**config.mk**
```make
export PLATFORM = sky130hd
export DESIGN_NAME = hex_sr_ctrl
export DESIGN_NICKNAME = d
export VERILOG_FILES = /design/src/rtl/hex_sr_ctrl.sv
export SDC_FILE = /design/constraint.sdc
export NUM_CORES = 1
export LEC_CHECK = 0
export ABC_AREA = 1
export CORE_ASPECT_RATIO = 2
export CORE_MARGIN = 2
export CORE_UTILIZATION = 40
export DETAILED_ROUTE_END_ITERATION = 10
export PLACE_DENSITY = 0.68
export SETUP_SLACK_MARGIN = 0.02
export SLEW_MARGIN = 20
export SYNTH_ARGS = -nofsm -noshare
export SYNTH_HDL_FRONTEND = slang
export SYNTH_SLANG_ARGS = --single-unit
```
**constraint.sdc**
```tcl
create_clock -name clk -period 2.57 [get_ports clk]
set_clock_uncertainty 0.15 [all_clocks]
set_input_delay 0.257 -clock clk [delete_from_list [all_inputs] [get_ports clk]]
set_output_delay 0.257 -clock clk [all_outputs]
set_load 0.01 [all_outputs]
```
**src/rtl/hex_sr_ctrl.sv**
```systemverilog
// hex_sr_ctrl -- random-access sequencer for a 6-bit-wide recirculating
// shift register of LENGTH entries (six lanes sharing one shift/recirc
// control).
//
// Tracks the logical index of the entry at the register output (head).
// Accepts one read/write request at a time. Rotates the register until
// head matches the requested address. Then it either samples the word in
// place (read) or replaces it with a single non-recirculating shift (write).
//
// Optional feature macro: HEX_SR_CTRL_IDLE_SPIN_EN
//   defined   : the register rotates continuously while idle with no request
//   undefined : the register holds still while idle
//
// Ports
//   clk, rst                : clock, asynchronous active-high reset
//   req_valid/req_ready     : request handshake
//   req_write               : 1 = write, 0 = read
//   req_addr                : logical entry index
//   req_wdata               : write data
//   rsp_valid/rsp_ready     : response handshake
//   rsp_rdata               : read data (0 for writes and errors)
//   rsp_err                 : address out of range
//   sr_shift                : shift enable for the register
//   sr_recirc               : 1 = output word re-enters, 0 = sr_data_in enters
//   sr_data_in              : word shifted in when sr_recirc = 0
//   sr_data_out             : word currently at the register output
module hex_sr_ctrl #(
  parameter int LENGTH = 200,
  parameter int ADDR_W = $clog2(LENGTH)
) (
  input  logic              clk,
  input  logic              rst,
  input  logic              req_valid,
  output logic              req_ready,
  input  logic              req_write,
  input  logic [ADDR_W-1:0] req_addr,
  input  logic [5:0]        req_wdata,
  output logic              rsp_valid,
  input  logic              rsp_ready,
  output logic [5:0]        rsp_rdata,
  output logic              rsp_err,
  output logic              sr_shift,
  output logic              sr_recirc,
  output logic [5:0]        sr_data_in,
  input  logic [5:0]        sr_data_out
);

  localparam logic [ADDR_W-1:0] LAST    = ADDR_W'(LENGTH - 1);
  localparam logic [ADDR_W:0]   LEN_EXT = (ADDR_W + 1)'(LENGTH);

  typedef enum logic [1:0] {
    S_IDLE,
    S_SEEK,
    S_RESP
  } state_t;

  state_t              r_state;
  logic [ADDR_W-1:0]   r_head;
  logic [ADDR_W-1:0]   r_addr;
  logic                r_write;
  logic [5:0]          r_wdata;
  logic                r_req_ready;
  logic                r_rsp_valid;
  logic [5:0]          r_rdata;
  logic                r_err;

  logic                w_hit;
  logic                w_addr_bad;
  logic [ADDR_W-1:0]   w_head_inc;
  logic                w_sr_shift;
  logic                w_sr_recirc;
  logic [5:0]          w_sr_din;

  assign w_hit      = (r_head == r_addr);
  assign w_addr_bad = ({1'b0, req_addr} >= LEN_EXT);
  // Wrap at LENGTH, not at 2^ADDR_W.
  assign w_head_inc = (r_head == LAST) ? '0 : r_head + 1'b1;

  // The shift controls decode directly from the registered state. This way
  // the shift happens on the very edge where the decision is made, and head
  // advances in lock-step with the register.
  always_comb begin
    w_sr_shift  = 1'b0;
    w_sr_recirc = 1'b1;
    w_sr_din    = '0;
    case (r_state)
      S_SEEK: begin
        if (!w_hit) begin
          w_sr_shift = 1'b1;
        end else if (r_write) begin
          w_sr_shift  = 1'b1;
          w_sr_recirc = 1'b0;
          w_sr_din    = r_wdata;
        end
      end
      S_IDLE: begin
`ifdef HEX_SR_CTRL_IDLE_SPIN_EN
        // Rotate only on edges that do not accept a request. Then the
        // seek distance is measured from the head value at the accept edge.
        if (!rst && !req_valid) begin
          w_sr_shift = 1'b1;
        end
`endif
      end
      default: ;
    endcase
  end

  always_ff @(posedge clk or posedge rst) begin
    if (rst) begin
      r_state     <= S_IDLE;
      r_head      <= '0;
      r_addr      <= '0;
      r_write     <= 1'b0;
      r_wdata     <= '0;
      r_req_ready <= 1'b1;
      r_rsp_valid <= 1'b0;
      r_rdata     <= '0;
      r_err       <= 1'b0;
    end else begin
      if (w_sr_shift) begin
        r_head <= w_head_inc;
      end
      case (r_state)
        S_IDLE: begin
          if (req_valid) begin
            r_addr      <= req_addr;
            r_write     <= req_write;
            r_wdata     <= req_wdata;
            r_req_ready <= 1'b0;
            if (w_addr_bad) begin
              r_state     <= S_RESP;
              r_rsp_valid <= 1'b1;
              r_err       <= 1'b1;
              r_rdata     <= '0;
            end else begin
              r_state <= S_SEEK;
            end
          end
        end
        S_SEEK: begin
          if (w_hit) begin
            r_state     <= S_RESP;
            r_rsp_valid <= 1'b1;
            r_err       <= 1'b0;
            r_rdata     <= r_write ? 6'd0 : sr_data_out;
          end
        end
        S_RESP: begin
          if (rsp_ready) begin
            r_state     <= S_IDLE;
            r_rsp_valid <= 1'b0;
            r_req_ready <= 1'b1;
            r_rdata     <= '0;
            r_err       <= 1'b0;
          end
        end
        default: begin
          r_state     <= S_IDLE;
          r_rsp_valid <= 1'b0;
          r_req_ready <= 1'b1;
        end
      endcase
    end
  end

  assign req_ready  = r_req_ready;
  assign rsp_valid  = r_rsp_valid;
  assign rsp_rdata  = r_rdata;
  assign rsp_err    = r_err;
  assign sr_shift   = w_sr_shift;
  assign sr_recirc  = w_sr_recirc;
  assign sr_data_in = w_sr_din;

endmodule

```
# ---- Yosys cells after proc, flatten, opt, wreduce, memory -nomap -nowiden
# Cells that the tools add are included.
dict set report op_classes {
  addsub 1
  magnitude_cmp 1
  eq_ne 8
  n_bitwise 1
  n_mux 31
  n_reduce_logical 7
}
# op count
set op_table {}
lappend op_table {{6-bit two-way mux} 8}
lappend op_table {{6-bit case mux with 3 select lines} 1}
lappend op_table {{1-bit two-way mux} 13}
lappend op_table {{1-bit case mux with 3 select lines} 3}
lappend op_table {{8-bit by 1-bit adder with 8-bit output (second input constant)} 1}
lappend op_table {{8-bit equality test} 1}
lappend op_table {{8-bit equality test (second input constant)} 1}
lappend op_table {{8-bit >= comparator (second input constant)} 1}
lappend op_table {{2-bit two-way mux} 4}
lappend op_table {{8-bit two-way mux} 1}
lappend op_table {{2-bit inequality test (second input constant)} 4}
lappend op_table {{2-bit case mux with 3 select lines} 1}
lappend op_table {{3-bit AND reduction} 2}
lappend op_table {{5-bit AND reduction} 1}
lappend op_table {{4-bit AND reduction} 1}
lappend op_table {{3-bit nonzero test} 1}
lappend op_table {{2-bit by 1-bit equality test with 1-bit output (second input constant)} 1}
lappend op_table {{2-bit equality test (second input constant)} 1}
lappend op_table {{2-bit logical NOT} 1}
lappend op_table {{2-bit AND reduction} 1}
lappend op_table {{1-bit NOT} 1}
dict set report word_totals {
  input_bits 25
  reg_bits 34
  word_cells 58
  output_inout_bits 17
}

# ---- Longest topological paths before layout
# Gate-level depths: netlist of the first run.
dict set report depth {
  depth_word 4
  depth_mapped 11
  depth_no_buf 10
}

# ---- Worst setup path before layout of the first run
# Ideal clock, no wire load.
dict set report synth_timing {
  kind {flip-flop to output port}
  start {register r_head[0]}
  end {output sr_data_in[0]}
  setup_slack_ps 866
  path_stages_with_launch 8
  n_path_buf 0
  t_arrival_ps 1297
  t_required_ps 2163
  path_cell_list {dfrtp_1 > inv_2 > nand2_1 > nand2_1 > nand2_1 > nor2_1 > nand4_1 > nor2_1}
}
dict set report synth_via {
  elab_chain_cells 3
}
# element line_no
set synth_rtl {}
lappend synth_rtl {{start, declared} 58} ;# logic [ADDR_W-1:0] r_head;
lappend synth_rtl {{start signal, assigned} 122} ;# r_head <= w_head_inc;
lappend synth_rtl {{8-bit equality test} 74} ;# assign w_hit = (r_head == r_addr);
lappend synth_rtl {{6-bit two-way mux} 88} ;# if (!w_hit) begin
lappend synth_rtl {{6-bit two-way mux} 86} ;# case (r_state)
lappend synth_rtl {{end, declared} 44} ;# output logic [5:0] sr_data_in,
# Every way passes these cells.

# ---- Worst setup path in the final report of the first run
dict set report layout_timing {
  start {register r_head[1]}
  end {output sr_data_in[1]}
}
# Same word-level chain as after synthesis.

==> results of run 1 <==
## stage by stage
step | utilization | power [mW] | setup WS (ns) | area (um^2) | hold slack [ns]
after floorplan | - | 1.75 | 0.866 | 1860 | 0.248
final | 0.545 | 2.56 | 0.151 | 2480 | 0.214
after global placement | 0.515 | 2.13 | 0.296 | 2340 | 0.305
after CTS | 0.537 | 2.59 | 0.0891 | 2440 | 0.233
after detailed placement | 0.515 | 2.16 | 0.258 | 2340 | 0.308
after global routing | 0.545 | 2.78 | 0.0333 | 2480 | 0.294
## flip-flops by register name, indices dropped and copies added, names as in the netlist
| register | flops |
|---|---|
| r_write | 1 |
| rsp_valid | 1 |
| r_state | 2 |
| r_addr | 8 |
| rsp_err | 1 |
| rsp_rdata | 6 |
| r_head | 8 |
| r_wdata | 6 |
| req_ready | 1 |
## worst min-delay path by stage
stage	to	slack (ns)	startpoint	depth (start not counted)
CTS	rsp_rdata[1]	0.23	rst	3
finish	rsp_rdata[1]	0.21	rst	3
global placement	rsp_rdata[1]	0.31	rsp_rdata[1]	2
global route	rsp_rdata[1]	0.29	rst	3
floorplan	r_addr[0]	0.25	rst	1
detailed placement	rsp_rdata[1]	0.31	rsp_rdata[1]	2
## layer usage
metal,up-vias,wire [um],GRT usage
met5,-,0,0
met4,0,124,0.0966
li1,836,-,-
met1,754,1520,0.187
met2,34,2320,0.317
met3,9,130,0.0313
## cell usage in the layout, fill, tap and decap left out, types with 2 or more instances in the layout
| cell type | instances |
|---|---|
| nand2_1 | 58 |
| o21ai_2 | 6 |
| nand4_1 | 10 |
| inv_1 | 32 |
| a21oi_1 | 10 |
| nor2_2 | 2 |
| dfrtp_2 | 2 |
| ha_1 | 4 |
| clkdlybuf4s50_1 | 36 |
| nor3_1 | 2 |
| nand2_2 | 2 |
| xor2_1 | 2 |
| nor2_1 | 33 |
| mux2_2 | 5 |
| nand3_1 | 9 |
| xnor2_1 | 5 |
| nand2_4 | 2 |
| dlymetal6s2s_1 | 5 |
| buf_4 | 10 |
| inv_2 | 3 |
| clkbuf_8 | 6 |
| o21ai_0 | 6 |
| dfrtp_1 | 31 |
## cells by family after synthesis
logic type / after synthesis / share of synthesized area
multiplexers: 5 / 0.0303
flip-flops: 34 / 0.459
XOR/XNOR: 7 / 0.0330
adder cells (fa/ha/maj): 4 / 0.0270
AND/OR/NAND/NOR: 120 / 0.281
AO/OA/AOI/OAI: 24 / 0.0802
buffers and inverters: 41 / 0.0897
## timing repair
item | in CTS | in global routing
pin swaps | 1 | 1
gates resized for setup | 0 | 8
endpoints found under the setup margin | 6 | 6
setup buffers | 1 | 3
## report_power, final
group          switching [mW]  internal (mW)  leakage (nW)
Sequential              0.155          0.775         0.415
Combinational           0.677          0.543         0.854
Clock                   0.195          0.216        0.0482
Total                    1.03           1.53          1.32
## layout make-up
class | instances | area [um^2] | share of cell area
sequential | 34 | 855 | 0.344
multi-input combinational | 160 | 840 | 0.338
timing repair buffer | 51 | 498 | 0.201
inverter | 35 | 131 | 0.0529
clock buffer | 7 | 86.3 | 0.0348
tap | 55 | 68.8 | 0.0277
clock inverter | 1 | 5.00 | 0.00202
## critical path: cells and delay by family (launching register included)
family        cells  cell delay [ns]
xor+xnor          1             0.19
buf+inv           2             0.71
flops             1             0.44
simple gates      4             0.38
## cells in the mapped netlist, drive strengths merged
| cell type | number | area, um^2 |
|---|---|---|
| nand3 | 10 | 55.1 |
| xor2 | 2 | 17.5 |
| buf | 4 | 27.5 |
| inv | 35 | 131 |
| a21oi | 11 | 58.8 |
| mux2 | 5 | 56.3 |
| dfstp | 1 | 26.3 |
| nor2 | 35 | 134 |
| clkbuf | 2 | 7.51 |
| a21boi | 1 | 7.51 |
| xnor2 | 5 | 43.8 |
| nand4 | 10 | 62.6 |
| o21ai | 12 | 82.6 |
| nand2 | 62 | 253 |
| dfrtp | 33 | 826 |
| or2 | 1 | 6.26 |
| ha | 4 | 50.1 |
| nor3 | 2 | 10.0 |
==> metrics, run 1 <==
fin nets 316; Post-DP HPWL 3.09 mm; die extent in y 100 um; Slew Limit Headroom 0.675; TritonCTS Sinks 34; r2r setup slk 0.67 ns; Critical Path RT 2.16 ns; register area share after synthesis 0.459; GRT overflow 0; Max-Cap Viols 0; FP Rows 35; IR drop worst, VDD 0.684 mV; crit path launch type flip-flop; final setup fails 0; Critical R2R Launch r_state[0]; Starting DRT DRC Count 25; gpl congestion ~0.8; Filler cells 444; Power Density 1030 mW/mm^2; crit path kind flip-flop to output port; Worst Reg-to-Reg Cells 6; initial antenna violation count 0; area grow syn2layout 33.9%; GR Util All Layers 0.177; outcome finished clean; clock root buffer clkbuf_8; Clock Latency Late Sink 0.29 ns; first-pass detailed-route iteration total 4; Leak around 1.3 nW; crit path launch r_head[1]; antenna cell count 0; worst min path class input port to asynchronous set/reset pin; FF-to-FF End r_wdata[5]; Initial Util 0.407; Distinct cells, synth 28; Fin Setup TNS 0 ns; Worst Path Max Fanout 7; worst-case clock buffer depth 2; CP Cell Sequence xnor2_1, nand2_1, nor2_2, nand4_1, buf_4, nor2_1, clkdlybuf4s50_1; RSZ-0062 raised after global routing false; number of vias per cell 4.76; Crit-path slowest cell clkdlybuf4s50_1; routed vias between 1500 and 2000; CTS tree built; fin crit share 0.941; H-Tree Level Count 2; Synth Instances 235; Core Area 0.00455 mm^2; number of synthesized register bits 34; IO Pins 42; Data arrival, critical path 2.01 ns; die area 0.00523 mm^2; Max Slew Vio Count 0; fin crit period around 2.4 ns; Worst Tran Pin Value 0.486 ns; Post-Route WL 4.10 mm; fmax 0.413 GHz; yosys warns 0; average size of a mapped cell 7.90 um^2; clock-pin transition on the worst setup and hold timing paths 0.07 ns; post-synthesis cell area 0.00186 mm^2; CP endpoint sr_data_in[1]; placed insts 331; syn nets roughly 260; CP endpoint kind output port; first-pass GRT wire length 6.86 mm; hold buffer count at cts 0; CTS Buf Count 5; Final Hold Fails 0; slowest stage delay, CP 0.54 ns; fraction of layout cells with a size suffix above 1 0.149; vias in the first global route 1559; die span in x about 52 um; WL/cell roughly 12 um; Finished Layout Cells 343; port bufs 41; largest net degree at the start of global routing 35; Antenna Violating Nets Remaining 0; Remaining DRCs 0
No activity file was read; power rests on OpenSTA's default activity.
==> inputs of run 2 (changes only) <==
ABC_AREA = 0   (was 1)
PLACE_DENSITY = 0.69   (was 0.68)
clock period = 2.4 ns   (was 2.57 ns; I/O delays follow)
==> metrics, run 2 <==
GRT overflow 0 (unchanged); Final Hold Fails 0 (unchanged); first-pass detailed-route iteration total 4 (unchanged); Critical R2R Launch r_head[7] (was r_state[0]); ys flop type dfrtp_1 (unchanged); Data arrival, critical path 1.95 ns (was 2.01 ns); CTS Buf Count 5 (unchanged); Filler cells 367 (was 444); Distinct cells, synth 36 (was 28); worst min path class input port to asynchronous set/reset pin (unchanged); fmax roughly 0.43 GHz; fraction of layout cells with a size suffix above 1 0.235 (was 0.149); IR drop worst, VDD 0.783 mV (was 0.684 mV); Remaining DRCs 0 (unchanged); Slew Limit Headroom 0.707 (was 0.675); fin nets 249 (was 316); Core Area 0.00413 mm^2 (was 0.00455 mm^2); Starting DRT DRC Count 38 (was 25); simple-gate share of the synthesized area 0.126 (was 0.281); routed vias 1414 (was 1633); crit path kind flip-flop to output port (unchanged); placed insts 263 (was 331); fin crit period ~2.3 ns; most common cell in the synthesized netlist dfrtp_1 (was nand2_1); top cells by count, synth 33 x dfrtp_1, 16 x nand2_1, 15 x inv_1, 15 x mux2_2 (was 58 x nand2_1, 34 x nor2_1, 33 x dfrtp_1); Post-Route WL 3.89 mm (was 4.10 mm); Max Slew Vio Count 0 (unchanged); H-Tree Level Count 2 (unchanged); complex-gate fraction of the synthesized area 0.101 (was 0.0802); largest area contributor in the synthesized netlist dfrtp_1 (unchanged); largest family of logic cells by synthesized area multiplexers (was simple AND/OR/NAND/NOR gates); number of vias per cell 5.18 (was 4.76); ys async rst share 1.00 (unchanged); Synth Area in XOR/XNOR 0.0561 (was 0.0330); GR Util All Layers 0.180 (was 0.177); Post-DP HPWL 3.00 mm (was 3.09 mm); Finished Layout Cells 273 (was 343); crit path launch r_head[7] (was r_head[1]); share of the synthesized area in the top cell type 0.481 (was 0.445); area grow syn2layout 37.8% (was 33.9%); Power Density 1140 mW/mm^2 (was 1030 mW/mm^2); port bufs 41 (unchanged); TritonCTS Sinks 34 (unchanged); syn nets 190 (was 264); Max-Cap Viols 0 (unchanged); final setup fails 0 (unchanged); register area share after synthesis 0.496 (was 0.459); vias in the first global route 1491 (was 1559); first-pass GRT wire length 6.78 mm (was 6.86 mm); initial antenna violation count 0 (unchanged); r2r setup slk 0.21 ns (was 0.67 ns); Worst Reg-to-Reg Cells 6 (unchanged); top cells by area, synth dfrtp_1 48%, mux2_2 9.8%, mux2i_1 4.1% (was dfrtp_1 45%, nand2_1 12%, nor2_1 6.9%); clock-pin transition on the worst setup and hold timing paths 0.07 ns (about the same); Top Registers r_addr: 8 flops, r_head: 8 flops (unchanged); Critical Path RT 2.01 ns (was 2.16 ns); yosys warns 0 (unchanged); FF-to-FF End rsp_rdata[0] (was r_wdata[5]); worst-case clock buffer depth 2 (unchanged); clock root buffer clkbuf_8 (unchanged); Synth Instances 161 (was 235); post-synthesis cell area 0.00172 mm^2 (was 0.00186 mm^2); crit path launch type flip-flop (unchanged); CP endpoint kind output port (unchanged); WL/cell 14.2 um (was 11.9 um); FP Rows 33 (was 35); Post-synth EDFFs 0 (unchanged); CTS tree built (unchanged); average size of a mapped cell 10.7 um^2 (was 7.90 um^2); outcome finished clean (unchanged); Final Core Density 0.573 (was 0.545); gpl congestion 0.894 (was 0.801); hold buffer count at cts 0 (unchanged); die extent in y 96.6 um (was 100 um); Worst Path Max Fanout 7 (unchanged); Initial Util 0.416 (was 0.407); die area 0.00486 mm^2 (was 0.00523 mm^2); die span in x 50.3 um (was 52.2 um); Clock Latency Late Sink 0.29 ns (about the same); most frequent cells in the layout 33 x clkdlybuf4s50_1, 33 x dfrtp_1, 16 x nand2_1, 16 x buf_4 (was 58 x nand2_1, 36 x clkdlybuf4s50_1, 33 x nor2_1); post-synthesis mux area share 0.139 (was 0.0303); antenna cell count 0 (unchanged); Worst Tran Pin Value 0.439 ns (was 0.486 ns); PnR Total Power 2.70 mW (was 2.56 mW); fin crit share 0.976; Adder-Cell Fraction of Synth Area 0.0292 (was 0.0270); IO Pins 42 (unchanged); Leak 1.09 nW (was 1.32 nW); number of synthesized register bits 34 (unchanged); largest net degree at the start of global routing 35 (unchanged); Antenna Violating Nets Remaining 0 (unchanged); Fin Setup TNS 0 ns (unchanged)
run 2: final cells by class:
cell class	count	area [um^2]	share of cell area
Tap cell	52	65.1	0.0275
Timing Repair Buffer	58	510	0.216
Multi-Input combinational cell	106	790	0.334
Clock buffer	7	86.3	0.0365
Sequential cell	34	852	0.360
Clock inverter	1	5.00	0.00212
Inverter	15	56.3	0.0238
run 2: kinds of logic (layout without fill, tap and decap cells):
logic type,after synthesis,in the layout
AO/OA/AOI/OAI,26,26
XOR/XNOR,11,11
adder cells (fa/ha/maj),4,4
buffers and inverters,21,81
flip-flops,34,34
multiplexers,22,22
AND/OR/NAND/NOR,43,43
run 2: worst max path at each step:
stage	end	cells past startpoint
3_5_place_dp	sr_data_in[1]	7
3_3_place_gp	sr_data_in[5]	7
6_report	sr_recirc	7
5_1_grt	sr_data_in[0]	7
2_1_floorplan	rsp_rdata[0]	7
4_1_cts	sr_recirc	7
run 2: timing repair:
action | 4_1_cts | 5_1_grt
pin swaps | 3 | 4
hold endpoints to repair | 0 | 0
endpoints found under the setup margin | 8 | 7
buffers inserted | 1 | 1
resized for setup | 28 | 3
run 2: report_power, final:
part           switching (mW)  leakage (nW)  internal (mW)
Clock                   0.203        0.0482          0.231
Combinational           0.586         0.616          0.677
Sequential              0.163         0.425          0.840
run 2: worst max-delay path, stage by stage, from the launching register on:
cell             delay, ns
dfrtp_1               0.42
xnor2_1               0.19
nand4_1               0.14
or3_4                 0.40
nor2_2                0.13
buf_6                 0.12
inv_1                 0.03
clkdlybuf4s15_1       0.23
run 2: metrics by stage:
| stage | setup WS [ns] | hold slack, ns | cell area [um^2] |
|---|---|---|---|
| final | 0.0565 | 0.187 | 2360 |
| after global placement | 0.0196 | 0.325 | 2270 |
| after CTS | 0.0513 | 0.206 | 2350 |
| after floorplan | 0.409 | 0.224 | 1720 |
| after global routing | -0.0137 | 0.266 | 2360 |
| after detailed placement | -0.0244 | 0.328 | 2270 |
run 2: metal layers:
metal	global-route usage	share of wire	vias up
met4	0.0998	0.032	0
li1	-	-	672
met2	0.309	0.55	49
met3	0.0448	0.051	11
met1	0.194	0.37	682
met5	0	0	-
